==> config.mk <==
export PLATFORM = sky130hd
export DESIGN_NAME = snake_frame_renderer_flat
export DESIGN_NICKNAME = d
export VERILOG_FILES = /design/src/rtl/snake_frame_renderer_if.sv /design/src/rtl/snake_frame_renderer.sv /design/src/flat_wrapper.sv
export SDC_FILE = /design/constraint.sdc
export NUM_CORES = 1
export LEC_CHECK = 0
export CAP_MARGIN = 20
export CORE_MARGIN = 2
export CORE_UTILIZATION = 30
export DETAILED_ROUTE_END_ITERATION = 8
export PLACE_DENSITY = 0.52
export SKIP_CTS_REPAIR_TIMING = 1
export SLEW_MARGIN = 40
export SYNTH_ARGS = -nofsm -noshare
export SYNTH_HDL_FRONTEND = slang
export SYNTH_SLANG_ARGS = --single-unit
==> constraint.sdc <==
create_clock -name clock_25 -period 3.6 [get_ports clock_25]
set_clock_uncertainty 0.15 [all_clocks]
set_input_delay 0.54 -clock clock_25 [delete_from_list [all_inputs] [get_ports clock_25]]
set_output_delay 0.54 -clock clock_25 [all_outputs]
set_load 0.01 [all_outputs]
==> src/rtl/snake_frame_renderer_if.sv <==
// snake_frame_renderer_if: pixel/game-state inputs and classified pixel outputs of the snake frame renderer
//   master drives X/Y, head/fruit/body positions, body write strobe and snake_length
//   slave (the renderer) returns block/local coordinates, area flags, figure/colour codes and load_overflow
interface snake_frame_renderer_if #(
  parameter int PIXEL_DISPLAY_BIT = 9,
  parameter int COORD_BITS        = 7,
  parameter int BLOCK_SHIFT       = 3,
  parameter int LEN_BITS          = 5
);
  logic [PIXEL_DISPLAY_BIT:0] X, Y;
  logic [COORD_BITS-1:0]      snake_head_x, snake_head_y, fruit_x, fruit_y, snake_body_x, snake_body_y;
  logic                       en_snake_body;
  logic [LEN_BITS-1:0]        snake_length;
  logic [COORD_BITS-1:0]      x_block, y_block;
  logic [BLOCK_SHIFT-1:0]     x_local, y_local;
  logic                       game_enable, game_area, semaforo, load_overflow;
  logic [1:0]                 selected_figure, color_data;
  modport master (
    output X, Y, snake_head_x, snake_head_y, fruit_x, fruit_y, snake_body_x, snake_body_y, en_snake_body, snake_length,
    input  x_block, y_block, x_local, y_local, game_enable, game_area, semaforo, load_overflow, selected_figure, color_data
  );
  modport slave (
    input  X, Y, snake_head_x, snake_head_y, fruit_x, fruit_y, snake_body_x, snake_body_y, en_snake_body, snake_length,
    output x_block, y_block, x_local, y_local, game_enable, game_area, semaforo, load_overflow, selected_figure, color_data
  );
endinterface

==> src/rtl/snake_frame_renderer.sv <==
// snake_frame_renderer: maps VGA pixel counters to game blocks and classifies each pixel as background/head/body/fruit
//   clock_25 : pixel clock
//   reset    : asynchronous active-low reset
//   bus      : snake_frame_renderer_if.slave (pixel position and game state in, classified pixel out)
//   Outputs other than load_overflow lag the sampled X/Y by two cycles.
//   Optional macro FRUIT_BLINK_EN: fruit is hidden while the MSB of a per-frame counter is set.
module snake_frame_renderer #(
  parameter int PIXEL_DISPLAY_BIT = 9,
  parameter int V_ACTIVE          = 480,
  parameter int H_ACTIVE          = 640,
  parameter int GAME_X0           = 0,
  parameter int GAME_Y0           = 0,
  parameter int GAME_W            = 64,
  parameter int GAME_H            = 48,
  parameter int BLOCK_SHIFT       = 3,
  parameter int COORD_BITS        = 7,
  parameter int MAX_LENGTH        = 16,
`ifdef FRUIT_BLINK_EN
  parameter int BLINK_BITS        = 5,
`endif
  parameter int LEN_BITS          = 5
) (
  input logic clock_25,
  input logic reset,
  snake_frame_renderer_if.slave bus
);
  localparam int W  = PIXEL_DISPLAY_BIT + 1;
  localparam int E  = 2 * COORD_BITS;
  localparam int IW = MAX_LENGTH > 1 ? $clog2(MAX_LENGTH) : 1;
  typedef logic [W-1:0] pix_t;
  typedef logic [LEN_BITS-1:0] len_t;
  localparam pix_t X0   = pix_t'(GAME_X0);
  localparam pix_t Y0   = pix_t'(GAME_Y0);
  localparam len_t LMAX = len_t'(MAX_LENGTH);
  pix_t dx, dy, bx, by;
  logic en_c, area_c, swap, hit, fruit_vis;
  logic s1_en, s1_area, s1_sem;
  logic [COORD_BITS-1:0] s1_xb, s1_yb;
  logic [BLOCK_SHIFT-1:0] s1_xl, s1_yl;
  logic [E-1:0] shadow [MAX_LENGTH];
  logic [E-1:0] active [MAX_LENGTH];
  logic [E-1:0] head_q, fruit_q;
  len_t wr_ptr, active_length;
  logic overflow_pending, wr_ok;
  logic [IW-1:0] wr_idx;
  logic [1:0] fig_c, col_c;
  assign dx = bus.X - X0;
  assign dy = bus.Y - Y0;
  assign bx = dx >> BLOCK_SHIFT;
  assign by = dy >> BLOCK_SHIFT;
  assign en_c = bus.X < pix_t'(H_ACTIVE) && bus.Y < pix_t'(V_ACTIVE);
  assign area_c = en_c && bus.X >= X0 && bus.Y >= Y0 && bx < pix_t'(GAME_W) && by < pix_t'(GAME_H);
  assign swap = bus.X == '0 && bus.Y == '0;
  // a write on the swap cycle starts the new load at entry 0
  assign wr_ok = bus.en_snake_body && (swap || wr_ptr != LMAX);
  assign wr_idx = swap ? '0 : wr_ptr[IW-1:0];
  always_ff @(posedge clock_25 or negedge reset) begin
    if (!reset) begin
      s1_en   <= 1'b0;
      s1_area <= 1'b0;
      s1_sem  <= 1'b0;
      s1_xb   <= '0;
      s1_yb   <= '0;
      s1_xl   <= '0;
      s1_yl   <= '0;
    end else begin
      s1_en   <= en_c;
      s1_area <= area_c;
      s1_sem  <= bus.Y >= pix_t'(V_ACTIVE);
      s1_xb   <= area_c ? COORD_BITS'(bx) : '0;
      s1_yb   <= area_c ? COORD_BITS'(by) : '0;
      s1_xl   <= area_c ? dx[BLOCK_SHIFT-1:0] : '0;
      s1_yl   <= area_c ? dy[BLOCK_SHIFT-1:0] : '0;
    end
  end
  always_ff @(posedge clock_25 or negedge reset) begin
    if (!reset) begin
      for (int i = 0; i < MAX_LENGTH; i++) begin
        shadow[i] <= '0;
        active[i] <= '0;
      end
      wr_ptr            <= '0;
      active_length     <= '0;
      head_q            <= '0;
      fruit_q           <= '0;
      overflow_pending  <= 1'b0;
      bus.load_overflow <= 1'b0;
    end else begin
      if (wr_ok) shadow[wr_idx] <= {bus.snake_body_x, bus.snake_body_y};
      if (swap) begin
        active            <= shadow;
        active_length     <= bus.snake_length > LMAX ? LMAX : bus.snake_length;
        head_q            <= {bus.snake_head_x, bus.snake_head_y};
        fruit_q           <= {bus.fruit_x, bus.fruit_y};
        bus.load_overflow <= overflow_pending;
      end
      wr_ptr <= swap ? len_t'(bus.en_snake_body) : wr_ok ? wr_ptr + 1'b1 : wr_ptr;
      overflow_pending <= swap ? 1'b0 : (bus.en_snake_body && !wr_ok) || overflow_pending;
    end
  end
`ifdef FRUIT_BLINK_EN
  logic [BLINK_BITS-1:0] blink;
  always_ff @(posedge clock_25 or negedge reset) begin
    if (!reset) blink <= '0;
    else if (swap) blink <= blink + 1'b1;
  end
  assign fruit_vis = !blink[BLINK_BITS-1];
`else
  assign fruit_vis = 1'b1;
`endif
  always_comb begin
    hit = 1'b0;
    for (int i = 0; i < MAX_LENGTH; i++)
      hit = hit | (len_t'(i) < active_length && active[i] == {s1_xb, s1_yb});
  end
  assign fig_c = !s1_area ? 2'b00 :
                 head_q == {s1_xb, s1_yb} ? 2'b01 :
                 hit ? 2'b10 :
                 fruit_vis && fruit_q == {s1_xb, s1_yb} ? 2'b11 : 2'b00;
  assign col_c = !s1_area ? 2'b00 : fig_c == 2'b00 ? 2'b01 : fig_c == 2'b11 ? 2'b11 : 2'b10;
  always_ff @(posedge clock_25 or negedge reset) begin
    if (!reset) begin
      bus.game_enable     <= 1'b0;
      bus.game_area       <= 1'b0;
      bus.semaforo        <= 1'b0;
      bus.x_block         <= '0;
      bus.y_block         <= '0;
      bus.x_local         <= '0;
      bus.y_local         <= '0;
      bus.selected_figure <= 2'b00;
      bus.color_data      <= 2'b00;
    end else begin
      bus.game_enable     <= s1_en;
      bus.game_area       <= s1_area;
      bus.semaforo        <= s1_sem;
      bus.x_block         <= s1_xb;
      bus.y_block         <= s1_yb;
      bus.x_local         <= s1_xl;
      bus.y_local         <= s1_yl;
      bus.selected_figure <= fig_c;
      bus.color_data      <= col_c;
    end
  end
endmodule

==> src/flat_wrapper.sv <==
// flat-port wrapper written by rule: the top's interface ports become plain ports
module snake_frame_renderer_flat 
#(
  parameter int PIXEL_DISPLAY_BIT = 9,
  parameter int V_ACTIVE          = 480,
  parameter int H_ACTIVE          = 640,
  parameter int GAME_X0           = 0,
  parameter int GAME_Y0           = 0,
  parameter int GAME_W            = 64,
  parameter int GAME_H            = 48,
  parameter int BLOCK_SHIFT       = 3,
  parameter int COORD_BITS        = 7,
  parameter int MAX_LENGTH        = 16,

  parameter int LEN_BITS          = 5
)
  (clock_25, reset, bus_X, bus_Y, bus_snake_head_x, bus_snake_head_y, bus_fruit_x, bus_fruit_y, bus_snake_body_x, bus_snake_body_y, bus_en_snake_body, bus_snake_length, bus_x_block, bus_y_block, bus_x_local, bus_y_local, bus_game_enable, bus_game_area, bus_semaforo, bus_load_overflow, bus_selected_figure, bus_color_data);
  snake_frame_renderer_if #(.PIXEL_DISPLAY_BIT(PIXEL_DISPLAY_BIT), .COORD_BITS(COORD_BITS), .BLOCK_SHIFT(BLOCK_SHIFT), .LEN_BITS(LEN_BITS)) bus_i ();
  input logic clock_25;
  input logic reset;
  input wire logic [$bits(bus_i.X)-1:0] bus_X;
  input wire logic [$bits(bus_i.Y)-1:0] bus_Y;
  input wire logic [$bits(bus_i.snake_head_x)-1:0] bus_snake_head_x;
  input wire logic [$bits(bus_i.snake_head_y)-1:0] bus_snake_head_y;
  input wire logic [$bits(bus_i.fruit_x)-1:0] bus_fruit_x;
  input wire logic [$bits(bus_i.fruit_y)-1:0] bus_fruit_y;
  input wire logic [$bits(bus_i.snake_body_x)-1:0] bus_snake_body_x;
  input wire logic [$bits(bus_i.snake_body_y)-1:0] bus_snake_body_y;
  input wire logic [$bits(bus_i.en_snake_body)-1:0] bus_en_snake_body;
  input wire logic [$bits(bus_i.snake_length)-1:0] bus_snake_length;
  output wire logic [$bits(bus_i.x_block)-1:0] bus_x_block;
  output wire logic [$bits(bus_i.y_block)-1:0] bus_y_block;
  output wire logic [$bits(bus_i.x_local)-1:0] bus_x_local;
  output wire logic [$bits(bus_i.y_local)-1:0] bus_y_local;
  output wire logic [$bits(bus_i.game_enable)-1:0] bus_game_enable;
  output wire logic [$bits(bus_i.game_area)-1:0] bus_game_area;
  output wire logic [$bits(bus_i.semaforo)-1:0] bus_semaforo;
  output wire logic [$bits(bus_i.load_overflow)-1:0] bus_load_overflow;
  output wire logic [$bits(bus_i.selected_figure)-1:0] bus_selected_figure;
  output wire logic [$bits(bus_i.color_data)-1:0] bus_color_data;
  assign bus_i.X = bus_X;
  assign bus_i.Y = bus_Y;
  assign bus_i.snake_head_x = bus_snake_head_x;
  assign bus_i.snake_head_y = bus_snake_head_y;
  assign bus_i.fruit_x = bus_fruit_x;
  assign bus_i.fruit_y = bus_fruit_y;
  assign bus_i.snake_body_x = bus_snake_body_x;
  assign bus_i.snake_body_y = bus_snake_body_y;
  assign bus_i.en_snake_body = bus_en_snake_body;
  assign bus_i.snake_length = bus_snake_length;
  assign bus_x_block = bus_i.x_block;
  assign bus_y_block = bus_i.y_block;
  assign bus_x_local = bus_i.x_local;
  assign bus_y_local = bus_i.y_local;
  assign bus_game_enable = bus_i.game_enable;
  assign bus_game_area = bus_i.game_area;
  assign bus_semaforo = bus_i.semaforo;
  assign bus_load_overflow = bus_i.load_overflow;
  assign bus_selected_figure = bus_i.selected_figure;
  assign bus_color_data = bus_i.color_data;
  snake_frame_renderer #(.PIXEL_DISPLAY_BIT(PIXEL_DISPLAY_BIT), .V_ACTIVE(V_ACTIVE), .H_ACTIVE(H_ACTIVE), .GAME_X0(GAME_X0), .GAME_Y0(GAME_Y0), .GAME_W(GAME_W), .GAME_H(GAME_H), .BLOCK_SHIFT(BLOCK_SHIFT), .COORD_BITS(COORD_BITS), .MAX_LENGTH(MAX_LENGTH), .LEN_BITS(LEN_BITS)) u_core (.clock_25(clock_25), .reset(reset), .bus(bus_i));
endmodule
==> impl_results.md, run 1 <==
- Status: finished clean
- Vias in the first global route: 14600
- CTS Buf Count: 57
- Peak supply drop: 0.000381 V
- FF-to-FF setup slack: 0.30 ns
- Final Cycle Share: 91.6%
- Crit path capture type: register
- Clock root buffer: clkbuf_16
- Cell Pwr Density: 577 nW/um2
- Starting Density: 30.1%
- Post-layout net count: 1867
- Row cnt: 102
- Vias per cell: 4.80
- Switching share of power: 25.4%
- H-tree Lvls: 2
- Worst r2r path cells: 10
- Register area share after synthesis: 57.9%
- Worst-Skew Late Latency: 0.62 ns
- #FFs+latches synth: 538
- Setup CP Type: reg -> reg
- Via count: 13800
- Net Sw Power: 4100 uW
- Synth area leader: dfrtp_1
- Initial detailed-routing violation count: 876
- Syn-to-layout area delta: 20.8%
- Critical path arrival: 3.71 ns
- Final setup fails: 0
- Wire per inst: 22.8 um
- Synth top area share: 57.9%
- DP Cell Count: 2774
- Ant. Diodes: 0
- Hold path startpoint: u_core.s1_yl[1]
- RePlAce Congestion: 0.819
- Global route overflow: 0
- CTS tree: yes
- Fraction of layout instances using a drive strength above 1: 36.8%
- Post-Syn Area: 23200 um2
- Primary FF master, synth: dfrtp_1
- Reg clk slew, reported paths: 0.07 ns
- DIE AREA: 79700 um2
- Hold Path End: u_core.bus.y_local[1]
- Hold path depth: 0
- Data required, critical path: 4.01 ns
- Antenna Nets Post-Route: 0
- Pins Over Slew Limit: 0
- Final Hold Vio Count: 0
- Post-synth EDFFs: 0
- Asr flop ratio synth: 100%
- Initial antenna violation count: 5
- Total Wirelength: 65600 um
- Largest net degree at the start of global routing: 116
- HPWL Detailed: 40200 um
- Commonest cells after routing, fill and taps aside: 536 x dfrtp_1, 477 x mux2_2, 195 x xnor2_1
- Die Span Y: 282 um
- PortBufs: 97
- GRT Overall Usage: 16.7%
- Cell Count, Final, Fillers Out: 2880
- Power share of the clock group: 36.4%
- # DRC: 0
- Synth unique cells: 49
- Num ports: 98
- Leak: 0.0128 uW
- Clk sinks: 538
- Max Clk Rate: 303 MHz
- 1st-pass router iterations: 5
- Setup total negative slack: 0 ns
- CP max FO: 10
- First-pass GRT wire length: 98500 um
- Register share of total power: 48.8%
- Core area: 77100 um2
- Power Internal: 12100 uW
- Hold slack: 0.197 ns
- Final Power: 16200 uW
- RSZ-0062 raised after global routing: false
- Worst-Margin Slew: 0.803 ns
- Clock Tree Buf Depth: 3
- Number of synthesis warnings: 0
- R2r endpoint: u_core.bus.color_data[0]
- HP Class: reg -> reg
- Synthesized instance count: 1646
- Synthesized area per cell: 14.1 um2
- Worst setup SP type: register
- Gate power share: 14.8%
- Top cells by area, synth: dfrtp_1 58%, mux2_2 23%, xnor2_1 7.3%, xor2_1 2.3%, nand4_1 2.0%
- Final WS setup: 0.301 ns
- Fin crit period: 3.30 ns
- DP Worst Slack: 0.252 ns
- Most common cell after layout, fill and taps aside: dfrtp_1
- Maximum Capacitance Violations: 0
- Worst r2r src: u_core.active_length[2]
- Relative slew margins: 46.4%
- Die width: 282 um
sequential cells by signal, summed over array words and instances, names as in the netlist, 7 cells and up:
name and flops:
u_core.shadow 224, u_core.head_q 14, u_core.s1_xb 7, u_core.bus.y_block 7
u_core.s1_yb 7, u_core.active 224, u_core.bus.x_block 7, u_core.fruit_q 14
worst max-delay path by stage:
stage / startpoint / endpoint / slack (ns) / cells after the start
floorplan: u_core.active_length[4] / u_core.bus.color_data[0] / 0.79 / 9
global placement: u_core.active_length[2] / u_core.bus.color_data[0] / 0.21 / 10
detailed placement: u_core.active_length[2] / u_core.bus.color_data[0] / 0.25 / 10
CTS: u_core.active_length[2] / u_core.bus.color_data[0] / 0.23 / 10
global route: u_core.active_length[2] / u_core.bus.color_data[0] / 0.11 / 10
finish: u_core.active_length[2] / u_core.bus.color_data[0] / 0.30 / 10
per-layer routing:
layer / routed length (um) / track usage [%]
met5: 0 / 0
met4: 1100 / 4.00
met3: 2430 / 2.07
met2: 30600 / 26.9
met1: 31500 / 24.0
cells in the mapped netlist, types with 2 or more instances:
library cell	number
a211oi_1	2
a21o_1	2
a21oi_1	10
and2_1	18
and4_1	2
buf_2	58
buf_4	14
clkbuf_1	25
dfrtp_1	538
ha_1	3
inv_1	6
mux2_2	477
nand2_1	20
nand2b_1	2
nand3_1	15
nand3b_1	5
nand4_1	74
nand4b_1	4
nor2_1	22
nor2b_1	4
nor3_1	16
nor4_1	32
nor4_2	3
nor4b_1	3
o211ai_1	2
o21a_1	2
o21ai_0	6
o21ai_1	2
or3_1	3
or4_1	4
xnor2_1	195
xor2_1	60
power by group through the flow:
stage	Combinational (uW)	Sequential, uW	Clock (uW)
after floorplan	1680	7770	0
after global placement	2350	7900	0
after detailed placement	2430	7990	0
after CTS	2430	7880	6070
after global routing	2600	8050	6340
final	2390	7900	5900
logic make-up after synthesis:
logic type	synth area share [%]
other cells	0.0161
flops	57.9
xor+xnor	9.61
buf+inv	2.20
compound gates	0.937
fa+ha+maj	0.162
mux	23.2
simple gates	5.93
worst max-delay path: stages (launching register included):
cell      delay (ns)
dfrtp_1         0.38
buf_4           0.17
or3_1           0.37
a21oi_1         0.42
nor3_1          0.12
a22oi_1         0.37
nand4b_1        0.13
or4b_1          0.54
o21a_1          0.21
ha_1            0.29
nor2b_1         0.10
final cells by class:
type / count / area (um2)
Tap cell: 1040 / 1300
Clock buffer: 89 / 1750
Clock inverter: 16 / 140
Sequential cell: 538 / 13500
Inverter: 6 / 22.5
Multi-Input combinational cell: 1006 / 9280
Fill cell: 7434 / 49000
Timing Repair Buffer: 185 / 2110
per-stage QoR:
stage	area, um2	util (%)
3_3_place_gp	26200	34.0
5_1_grt	28100	36.4
3_5_place_dp	26200	34.0
6_report	28100	36.4
2_1_floorplan	23200	-
4_1_cts	28100	36.4
Note: power is estimated with default switching activity, not from simulation.
==> inputs of run 2 (changes only) <==
Settings changed: GPL_TIMING_DRIVEN from default to 0.
==> impl_results.md, run 2 (synthesized netlist as in run 1, its figures left out) <==
- Vias per cell: 4.80
- Crit path capture type: register
- Most common cell after layout, fill and taps aside: dfrtp_1
- Max Clk Rate: 287 MHz
- Critical path arrival: 3.88 ns
- CTS tree: yes
- Setup total negative slack: 0 ns
- Wire per inst: 23.2 um
- Die width: 282 um
- HP Class: reg -> reg
- Die Span Y: 282 um
- Antenna Nets Post-Route: 0
- Worst setup SP type: register
- Filler Cell Count: 7519
- Clk sinks: 538
- Largest net degree at the start of global routing: 79
- DIE AREA: 79700 um2
- Maximum Capacitance Violations: 0
- HPWL Detailed: 44300 um
- Pins Over Slew Limit: 0
- Clock root buffer: clkbuf_16
- Peak supply drop: 0.000339 V
- First-pass GRT wire length: 99200 um
- Final Hold Vio Count: 0
- # DRC: 0
- Cell Count, Final, Fillers Out: 2901
- Hold path depth: 0
- Commonest cells after routing, fill and taps aside: 538 x dfrtp_1, 477 x mux2_2, 195 x xnor2_1
- Vias in the first global route: 14400
- Fin crit period: 3.48 ns
- Fraction of layout instances using a drive strength above 1: 36.9%
- Syn-to-layout area delta: 19.8%
- GRT Overall Usage: 17.1%
- Initial antenna violation count: 4
- DP Cell Count: 2791
- Global route overflow: 0
- RSZ-0062 raised after global routing: false
- Worst r2r path cells: 10
- Cell Pwr Density: 581 nW/um2
- Leak: 0.0127 uW
- Setup CP Type: reg -> reg
- Relative slew margins: 50.5%
- CTS Buf Count: 58
- Via count: 13900
- Worst-Margin Slew: 0.737 ns
- Initial detailed-routing violation count: 885
- Final Cycle Share: 96.7%
- Row cnt: 102
- CP Cell Sequence: clkbuf_1 -> a31oi_1 -> or3b_2 -> nor4_2 -> a211oi_1 -> nand4b_1 -> or4b_1 -> o21a_1 -> ha_1 -> nor2b_1
- Top Registers: u_core.active: 224 flops, u_core.shadow: 224 flops
- PortBufs: 96
- Num ports: 98
- Slowest CP cell: or4b_1
- Worst-Skew Late Latency: 0.64 ns
- Final setup fails: 0
- H-tree Lvls: 2
- RePlAce Congestion: 0.846
- CP max FO: 10
- Total Wirelength: 67200 um
- Data required, critical path: 4.00 ns
- 1st-pass router iterations: 5
- Status: finished clean
- CP peak stage delay: 0.67 ns
- Core area: 77100 um2
- Reg clk slew, reported paths: 0.06 ns
- Post-layout net count: 1885
- Starting Density: 30.1%
- Clock Tree Buf Depth: 3
run 2: area by class of cell:
cell class / instances / area [um2] / area share [%]
diodes: 2 / 5.00 / 0.0180
repair buffers: 105 / 1200 / 4.30
clock inverters: 15 / 126 / 0.454
well taps: 1040 / 1300 / 4.68
flip-flops and latches: 538 / 13500 / 48.4
clock buffers: 92 / 1780 / 6.39
plain buffers: 97 / 593 / 2.13
inverters: 6 / 22.5 / 0.0809
multi-input cells: 1006 / 9350 / 33.6
run 2: critical path, delay by kind of cell, from the launching register on:
| kind | cells | cell delay (ns) |
|---|---|---|
| adders and majority gates | 1 | 0.29 |
| and+or+nand+nor | 5 | 1.24 |
| DFF | 1 | 0.37 |
| AOI/OAI and AO/OA | 3 | 1.08 |
| buffers and inverters | 1 | 0.25 |
run 2: metal layers:
metal	global-route usage (%)	share of wire (%)	up-vias
li1	-	-	6162
met1	25.1	49	7403
met2	26.7	45	277
met3	2.69	4.3	67
met4	3.31	1.5	2
met5	0	0.019	-
run 2: through the flow:
stage / hold WS [ns] / area [um2] / util [%] / setup slack (ns) / power (uW)
final: 0.191 / 27800 / 36.1 / 0.119 / 16200
after global routing: 0.191 / 27800 / 36.1 / 0.0202 / 17000
after global placement: 0.183 / 25500 / 33.1 / -21.77 / 10200
after detailed placement: 0.187 / 25800 / 33.5 / -1.15 / 10400
after CTS: -0.392 / 27700 / 35.9 / -0.471 / 16300
after floorplan: 0.0944 / 23200 / - / 0.789 / 9450
run 2: worst paths after layout:
kind	slack, ns	end	startpoint
setup / recovery	0.12	u_core.bus.color_data[0]	u_core.active_length[2]
hold / removal	0.19	u_core.bus.y_local[0]	u_core.s1_yl[0]
max in group asynchronous	1.67	u_core.shadow[50]	reset
hold reg to reg	0.19	u_core.bus.y_local[0]	u_core.s1_yl[0]
min in group asynchronous	0.23	u_core.active[175]	reset
setup reg to reg	0.12	u_core.bus.color_data[0]	u_core.active_length[2]
run 2: where the power goes:
part	internal, uW	total, uW	switching [uW]
clock	3390	5910	2520
sequential	7290	7870	574
combinational	1340	2380	1050
==> inputs of run 3 (changes only) <==
Settings changed: CAP_MARGIN 20 to default.
==> results of run 3 <==
Same layout as run 2: the final DEF is identical, and so are final timing and power.
